`config.mk`:
```
export PLATFORM = sky130hd
export DESIGN_NAME = ram_1r1w_dense_flat
export DESIGN_NICKNAME = d
export VERILOG_FILES = /design/src/rtl/ram_1r1w_dense_pkg.sv /design/src/rtl/ram_1r1w_dense_if.sv /design/src/rtl/ram_1r1w_dense_ack_fifo.sv /design/src/rtl/ram_1r1w_dense.sv /design/src/flat_wrapper.sv
export SDC_FILE = /design/constraint.sdc
export NUM_CORES = 2
export LEC_CHECK = 0
export CORE_MARGIN = 10
export CORE_UTILIZATION = 45
export DETAILED_ROUTE_END_ITERATION = 6
export GPL_TIMING_DRIVEN = 0
export PLACE_DENSITY_LB_ADDON = 0.15
export REMOVE_ABC_BUFFERS = 1
export SETUP_SLACK_MARGIN = 0.3
export SLEW_MARGIN = 5
export SYNTH_ARGS = -nofsm -noshare
export SYNTH_HDL_FRONTEND = slang
export SYNTH_HIERARCHICAL = 1
export SYNTH_SLANG_ARGS = --single-unit
```
`constraint.sdc`:
```
create_clock -name clk -period 10.7 [get_ports clk]
set_clock_uncertainty 0.1 [all_clocks]
set_input_delay 1.605 -clock clk [delete_from_list [all_inputs] [get_ports clk]]
set_output_delay 1.605 -clock clk [all_outputs]
set_load 0.1 [all_outputs]
```
`src/rtl/ram_1r1w_dense_pkg.sv`:
```
// Shared definitions for ram_1r1w_dense: FSM state encodings, log2 and parity helpers.
package ram_1r1w_dense_pkg;

    localparam logic [0:0] RAM_ST_INIT = 1'b0;
    localparam logic [0:0] RAM_ST_RUN  = 1'b1;

    // Smallest r with 2**r >= n; used for address and counter widths.
    function automatic int ram_log2(input int n);
        int r;
        r = 0;
        while ((1 << r) < n) r++;
        return r;
    endfunction

    // Even parity; callers zero-extend narrower words, which leaves the result unchanged.
    function automatic logic ram_parity(input logic [63:0] d);
        return ^d;
    endfunction

endpackage

```
`src/rtl/ram_1r1w_dense_if.sv`:
```
// Write, read and read-ack channels of ram_1r1w_dense, each with its own valid/retry pair.
interface ram_1r1w_dense_if #(
    parameter int Width = 16,
    parameter int AW    = 8
);
    logic             wr_valid;
    logic             wr_retry;
    logic [AW-1:0]    wr_addr;
    logic [Width-1:0] wr_data;
    logic             rd_valid;
    logic             rd_retry;
    logic [AW-1:0]    rd_addr;
    logic             ack_valid;
    logic             ack_retry;
    logic [Width-1:0] ack_data;
    logic             ack_perr;

    modport master (
        output wr_valid, wr_addr, wr_data, rd_valid, rd_addr, ack_retry,
        input  wr_retry, rd_retry, ack_valid, ack_data, ack_perr
    );

    modport slave (
        input  wr_valid, wr_addr, wr_data, rd_valid, rd_addr, ack_retry,
        output wr_retry, rd_retry, ack_valid, ack_data, ack_perr
    );
endinterface

```
`src/rtl/ram_1r1w_dense_ack_fifo.sv`:
```
// Small valid/retry FIFO holding read results until the consumer takes them.
module ram_ack_fifo
    import ram_1r1w_dense_pkg::*;
#(
    parameter int Width = 17,
    parameter int Depth = 2,
    parameter int CW    = 2
) (
    input  logic             clk,
    input  logic             reset,
    input  logic             i_valid,
    output logic             o_retry,
    input  logic [Width-1:0] i_data,
    output logic             o_valid,
    input  logic             i_retry,
    output logic [Width-1:0] o_data,
    output logic [CW-1:0]    o_count
);
    localparam int IW = ram_log2(Depth);

    logic [Width-1:0] r_buf [Depth];
    logic [IW-1:0]    r_wr_idx;
    logic [IW-1:0]    r_rd_idx;
    logic [CW-1:0]    r_count;
    logic             w_push;
    logic             w_pop;

    assign o_retry = (r_count == CW'(Depth));
    assign o_valid = (r_count != '0);
    assign o_data  = r_buf[r_rd_idx];
    assign o_count = r_count;
    assign w_push  = i_valid && !o_retry;
    assign w_pop   = o_valid && !i_retry;

    function automatic logic [IW-1:0] next_idx(input logic [IW-1:0] idx);
        return (idx == IW'(Depth - 1)) ? '0 : idx + 1'b1;
    endfunction

    // Entries are cleared on reset so the ack data bus idles at zero.
    always_ff @(posedge clk or posedge reset) begin
        if (reset) begin
            for (int i = 0; i < Depth; i++) r_buf[i] <= '0;
            r_wr_idx <= '0;
            r_rd_idx <= '0;
            r_count  <= '0;
        end else begin
            if (w_push) begin
                r_buf[r_wr_idx] <= i_data;
                r_wr_idx        <= next_idx(r_wr_idx);
            end
            if (w_pop) r_rd_idx <= next_idx(r_rd_idx);
            if (w_push && !w_pop)      r_count <= r_count + 1'b1;
            else if (w_pop && !w_push) r_count <= r_count - 1'b1;
        end
    end
endmodule

```
`src/rtl/ram_1r1w_dense.sv`:
```
// Dense 1-read/1-write RAM with self-clearing INIT sweep and a skid FIFO on the read ack.
// Optional stored even parity when RAM_1R1W_PARITY_EN is defined.
module ram_1r1w_dense
    import ram_1r1w_dense_pkg::*;
#(
    parameter int Width    = 16,
    parameter int Size     = 256,
    parameter int Forward  = 1,
    parameter int AckDepth = 2
) (
    input logic            clk,
    input logic            reset,
    ram_1r1w_dense_if.slave bus
);
    localparam int AW = ram_log2(Size);
    localparam int CW = ram_log2(AckDepth + 1);
`ifdef RAM_1R1W_PARITY_EN
    localparam int MW = Width + 1;
`else
    localparam int MW = Width;
`endif

    logic [0:0]    r_state;
    logic [AW-1:0] r_ptr;
    logic          r_inflight;
    logic [MW-1:0] r_rd_word;
    logic [MW-1:0] r_mem [Size];

    logic          w_init;
    logic          w_wr_acc;
    logic          w_rd_acc;
    logic          w_rd_retry;
    logic          w_fwd;
    logic [MW-1:0] w_wr_word;
    logic [MW-1:0] w_ack_word;
    logic [CW-1:0] w_count;
    logic          w_fifo_full;
    logic          w_ack_valid;

    assign w_init     = (r_state == RAM_ST_INIT);
    // A read is admitted only if the FIFO still has room once the in-flight read lands.
    assign w_rd_retry = w_init || w_fifo_full
                     || (r_inflight && (w_count == CW'(AckDepth - 1)));
    assign w_wr_acc   = bus.wr_valid && !w_init;
    assign w_rd_acc   = bus.rd_valid && !w_rd_retry;
    assign w_fwd      = (Forward != 0) && w_wr_acc && (bus.wr_addr == bus.rd_addr);

`ifdef RAM_1R1W_PARITY_EN
    assign w_wr_word  = {ram_parity(64'(bus.wr_data)), bus.wr_data};
    assign bus.ack_perr = ram_parity(64'(w_ack_word[Width-1:0])) != w_ack_word[Width];
`else
    assign w_wr_word  = bus.wr_data;
    assign bus.ack_perr = 1'b0;
`endif

    assign bus.wr_retry  = w_init;
    assign bus.rd_retry  = w_rd_retry;
    assign bus.ack_valid = w_ack_valid;
    assign bus.ack_data  = w_ack_word[Width-1:0];

    always_ff @(posedge clk or posedge reset) begin
        if (reset) begin
            r_state <= RAM_ST_INIT;
            r_ptr   <= '0;
        end else if (w_init) begin
            r_ptr <= r_ptr + 1'b1;
            if (r_ptr == AW'(Size - 1)) r_state <= RAM_ST_RUN;
        end
    end

    // NOTE: the array itself has no reset; the INIT sweep clears it one word per cycle.
    always_ff @(posedge clk) begin
        if (w_init)        r_mem[r_ptr]       <= '0;
        else if (w_wr_acc) r_mem[bus.wr_addr] <= w_wr_word;
    end

    always_ff @(posedge clk or posedge reset) begin
        if (reset) r_inflight <= 1'b0;
        else       r_inflight <= w_rd_acc;
    end

    always_ff @(posedge clk) begin
        if (w_rd_acc) r_rd_word <= w_fwd ? w_wr_word : r_mem[bus.rd_addr];
    end

    ram_ack_fifo #(
        .Width (MW),
        .Depth (AckDepth),
        .CW    (CW)
    ) u_ack_fifo (
        .clk     (clk),
        .reset   (reset),
        .i_valid (r_inflight),
        .o_retry (w_fifo_full),
        .i_data  (r_rd_word),
        .o_valid (w_ack_valid),
        .i_retry (bus.ack_retry),
        .o_data  (w_ack_word),
        .o_count (w_count)
    );
endmodule
```
`src/flat_wrapper.sv`:
```
// flat-port wrapper written by rule: the top's interface ports become plain ports
module ram_1r1w_dense_flat import ram_1r1w_dense_pkg::*;
#(
    parameter int Width    = 16,
    parameter int Size     = 256,
    parameter int Forward  = 1,
    parameter int AckDepth = 2
)
  (clk, reset, bus_wr_valid, bus_wr_addr, bus_wr_data, bus_rd_valid, bus_rd_addr, bus_ack_retry, bus_wr_retry, bus_rd_retry, bus_ack_valid, bus_ack_data, bus_ack_perr);
  ram_1r1w_dense_if #(.Width(Width)) bus_i ();
  input logic clk;
  input logic reset;
  input wire logic [$bits(bus_i.wr_valid)-1:0] bus_wr_valid;
  input wire logic [$bits(bus_i.wr_addr)-1:0] bus_wr_addr;
  input wire logic [$bits(bus_i.wr_data)-1:0] bus_wr_data;
  input wire logic [$bits(bus_i.rd_valid)-1:0] bus_rd_valid;
  input wire logic [$bits(bus_i.rd_addr)-1:0] bus_rd_addr;
  input wire logic [$bits(bus_i.ack_retry)-1:0] bus_ack_retry;
  output wire logic [$bits(bus_i.wr_retry)-1:0] bus_wr_retry;
  output wire logic [$bits(bus_i.rd_retry)-1:0] bus_rd_retry;
  output wire logic [$bits(bus_i.ack_valid)-1:0] bus_ack_valid;
  output wire logic [$bits(bus_i.ack_data)-1:0] bus_ack_data;
  output wire logic [$bits(bus_i.ack_perr)-1:0] bus_ack_perr;
  assign bus_i.wr_valid = bus_wr_valid;
  assign bus_i.wr_addr = bus_wr_addr;
  assign bus_i.wr_data = bus_wr_data;
  assign bus_i.rd_valid = bus_rd_valid;
  assign bus_i.rd_addr = bus_rd_addr;
  assign bus_i.ack_retry = bus_ack_retry;
  assign bus_wr_retry = bus_i.wr_retry;
  assign bus_rd_retry = bus_i.rd_retry;
  assign bus_ack_valid = bus_i.ack_valid;
  assign bus_ack_data = bus_i.ack_data;
  assign bus_ack_perr = bus_i.ack_perr;
  ram_1r1w_dense #(.Width(Width), .Size(Size), .Forward(Forward), .AckDepth(AckDepth)) u_core (.clk(clk), .reset(reset), .bus(bus_i));
endmodule
```
==> results.cfg <==
[die]
fp.dieW_um = 620
dieArea_um2 = 384000
boundaryPins = 57
start_util = 0.451
core_um2 = 359000
rows = 220
die_h_um = 620

[route]
dr_total_vias = 83000
antenna_left = 0
first_pass_iters = 6
drt-wirelength-per-cell_um = 36.8
drc = 0
drt_iter0_drc = 10900
drt-total-wl_mm = 487
routed_via_density = 6.26

[synthesis]
async_flop_share = 0.0111
yosys-top-cells-count = edfxtp_1, mux4_2, mux2i_1
synth_ff_type = edfxtp_1
synth_area_leaders = edfxtp_1, mux4_2, mux2i_1
syn_inst = 7673
synth_xor_area_frac = 0.000758
muxShareOfSynthArea = 0.153
syn_area_per_cell_um2 = 21.1
synth_simple_gate_area_share = 0.0229
post_synth_instance_area_um2 = 162000
synth_top_area_share = 0.763
yosysWarnings = 6
synth_top_family_by_area = multiplexers
yosysSeqAreaShare = 0.770
yosysMostFrequentCell = edfxtp_1
synth_fa_ha_area_frac = 0.000155
ys_seq_elements = 4158
synth_edf_count = 4112
synth_area_leader_cell = edfxtp_1
synth_compound_area_frac = 0.0342
yosysUniqueCellTypes = 84

[placement]
dp_cells = 12400
place.gp.congestion = 0.807
place_area_um2 = 174000
dp_hpwl_mm = 312
portBuffers = 55

[setup_path]
path_cells = buf_16, buf_16, buf_16, buf_16, buf_16, mux4_1, mux4_2, a211o_1, a31oi_1, a311o_1, o31ai_1
cp_top_family = buffers and inverters
slowest_delay_ns = 0.97
cp_data_arrival_time_ns = 8.14
start_kind = input port
worst_path_max_delay_cell = a31oi_1
worstPathRequired_ns = 11.21
endpoint_kind = flip-flop
crit_type = in2reg
crit_top_cell = buf_16
crit_fanout = 98
crit_buf_inv = 5

[pwr]
p_per_area_nw_per_um2 = 179
power.share.switching = 0.214
clockPowerShare = 0.438
p_sw_mw = 7.23
seqPwrFrac = 0.524
ir_drop_mv = 0.129
cellInternalPower_mw = 26.5
leakage_nw = 49.7
power_frac_comb = 0.038

[grt]
track_usage = 0.250
grt-ovfl-total = 0
grt_pass1_wl_mm = 673
grt_max_degree = 115
antenna_found_initial = 38
grt_pass1_vias = 82100

[sta]
tns_ns = 0
finalHoldViolCount = 0
grt_setup_unrepaired = no
post-route-min-period_ns = 7.63
fmax_mhz = 131
whs_ns = 0.400
maxSlewHeadroom = -0.0316
slew_violations = 2
tightest_slew_ns = 1.51
period_share = 0.713
finalSetupViolations = 0

[run]
maxCapViolations = 1

[run_status]
outcome = complete, but fails checks
violations = capacitance limit, slew limit

[cells_and_area]
nets = 8137
area_delta_synth_final_pct = 16.3
fill_cells = 27500
drive_above_1_share = 0.274
finalInstanceArea_um2 = 188000
fin_cells = 13300

[worst_hold_path]
hold_class = reg2reg

[cts]
cts.path.max_buffers = 4
numCtsBuffers = 427
clk_pin_slew_ns = 0.06
tritoncts = built
cts-resized-gates = 0
cts-root-buf = clkbuf_16
insertion_delay_ns = 0.99
ctsHoldBuffers = 0
post-cts-setup-buffer-count = 0
cts_max_level = 5
cts.sinks = 4158
kinds of logic after synthesis:
family | Yosys count
buf+inv | 477
simple gates | 820
mux | 1398
fa+ha+maj | 2
compound gates | 803
other cells | 1
xor+xnor | 14
flops | 4158
final timing paths:
| path | start | endpoint | slack [ns] | cells after the start |
|---|---|---|---|---|
| max | bus_rd_addr[0] | u_core/r_rd_word[12]$_DFFE_PP_ | 3.07 | 11 |
| min | u_core/u_ack_fifo/r_buf[0]$_DFFE_PP0P_ | u_core/u_ack_fifo/r_buf[0]$_DFFE_PP0P_ | 0.40 | 1 |
| max reg2reg | u_core/r_state$_DFF_PP0_ | u_core/r_mem[255][14]$_DFFE_PP_ | 5.66 | 7 |
| min reg2reg | u_core/u_ack_fifo/r_buf[0]$_DFFE_PP0P_ | u_core/u_ack_fifo/r_buf[0]$_DFFE_PP0P_ | 0.40 | 1 |
| max in group asynchronous | reset | u_core/u_ack_fifo/r_buf[12]$_DFFE_PP0P_ | 8.41 | 3 |
| min in group asynchronous | reset | u_core/r_ptr[0]$_DFFE_PP0N_ | 1.46 | 2 |
cells in the final DEF, fill, tap and decap left out, types with 17 or more instances in the layout:
cell type | synthesis | final
dfrtp_1 | 46 | 44
o21ai_0 | 74 | 73
buf_8 | 25 | 205
and2_1 | 27 | 24
a31oi_1 | 68 | 68
nand4_1 | 20 | 20
edfxtp_1 | 4112 | 4112
nand2_1 | 222 | 219
clkbuf_16 | 0 | 434
a22oi_1 | 121 | 121
clkdlybuf4s50_1 | 0 | 46
buf_6 | 86 | 26
mux4_2 | 838 | 838
and3_4 | 1 | 17
a21oi_1 | 134 | 134
o22ai_1 | 140 | 140
clkinv_2 | 0 | 98
nor2_2 | 0 | 256
a211oi_1 | 27 | 26
mux2_2 | 76 | 76
nor2_1 | 333 | 68
nor3_1 | 20 | 19
o221ai_1 | 85 | 85
nand3b_1 | 19 | 19
buf_12 | 4 | 36
clkinv_1 | 0 | 102
buf_16 | 0 | 139
mux2i_1 | 468 | 468
clkbuf_1 | 174 | 69
bufinv_16 | 0 | 42
nand3_1 | 74 | 57
through the flow:
step                      worst slack [ns]   util  total power, mW
after floorplan                       4.75      -             18.5
final                                 3.07  0.525             33.7
after global placement              -82.10  0.461             20.6
after detailed placement              2.03  0.486             19.3
after global routing                  2.94  0.525             34.6
after CTS                             3.02  0.524             33.9
layout make-up:
class | instances | area, um2 | share of cell area
Sequential cell | 4158 | 125000 | 0.662
Multi-Input combinational cell | 3038 | 35200 | 0.187
Clock buffer | 505 | 11100 | 0.0592
Timing Repair Buffer | 461 | 8440 | 0.0448
Tap cell | 4773 | 5970 | 0.0317
Clock inverter | 290 | 2650 | 0.0141
Inverter | 12 | 62.6 | 0.000332
Antenna cell | 16 | 40.0 | 0.000213
worst reg2reg max path, cell delays in order (launching register included):
cell and delay, ns:
dfrtp_2 0.50, buf_12 0.25, and2_1 0.62, nand3_1 0.14, o21ai_1 0.73, nand3_4 1.08, nor2_2 1.05, buf_8 0.26
sequential cells by signal (all words and copies together), names as in the netlist:
register                    flops
u_core/r_mem                 4096
u_core/u_ack_fifo/r_buf        32
u_core/r_rd_word               16
u_core/r_ptr                    8
u_core/u_ack_fifo/o_count       2
u_core/r_inflight               1
u_core/r_state                  1
u_core/u_ack_fifo/r_rd_idx      1
u_core/u_ack_fifo/r_wr_idx      1
power by group through the flow:
| stage | Sequential, mW | Combinational [mW] | Clock, mW |
|---|---|---|---|
| detailed placement | 18.0 | 1.27 | 0 |
| floorplan | 18.0 | 0.498 | 0 |
| finish | 17.7 | 1.28 | 14.8 |
| global placement | 18.0 | 2.62 | 0 |
| global route | 17.7 | 1.31 | 15.6 |
| CTS | 17.7 | 1.27 | 15.0 |
routing by layer:
layer  vias up  wire length [um]  GRT usage
met4         8             25200      0.107
li1      33100                 -          -
met5         -                52          0
met1     45000            193000      0.345
met2      4010            227000      0.388
met3       902             42400     0.0513
Power figures use the tool's default switching activity.
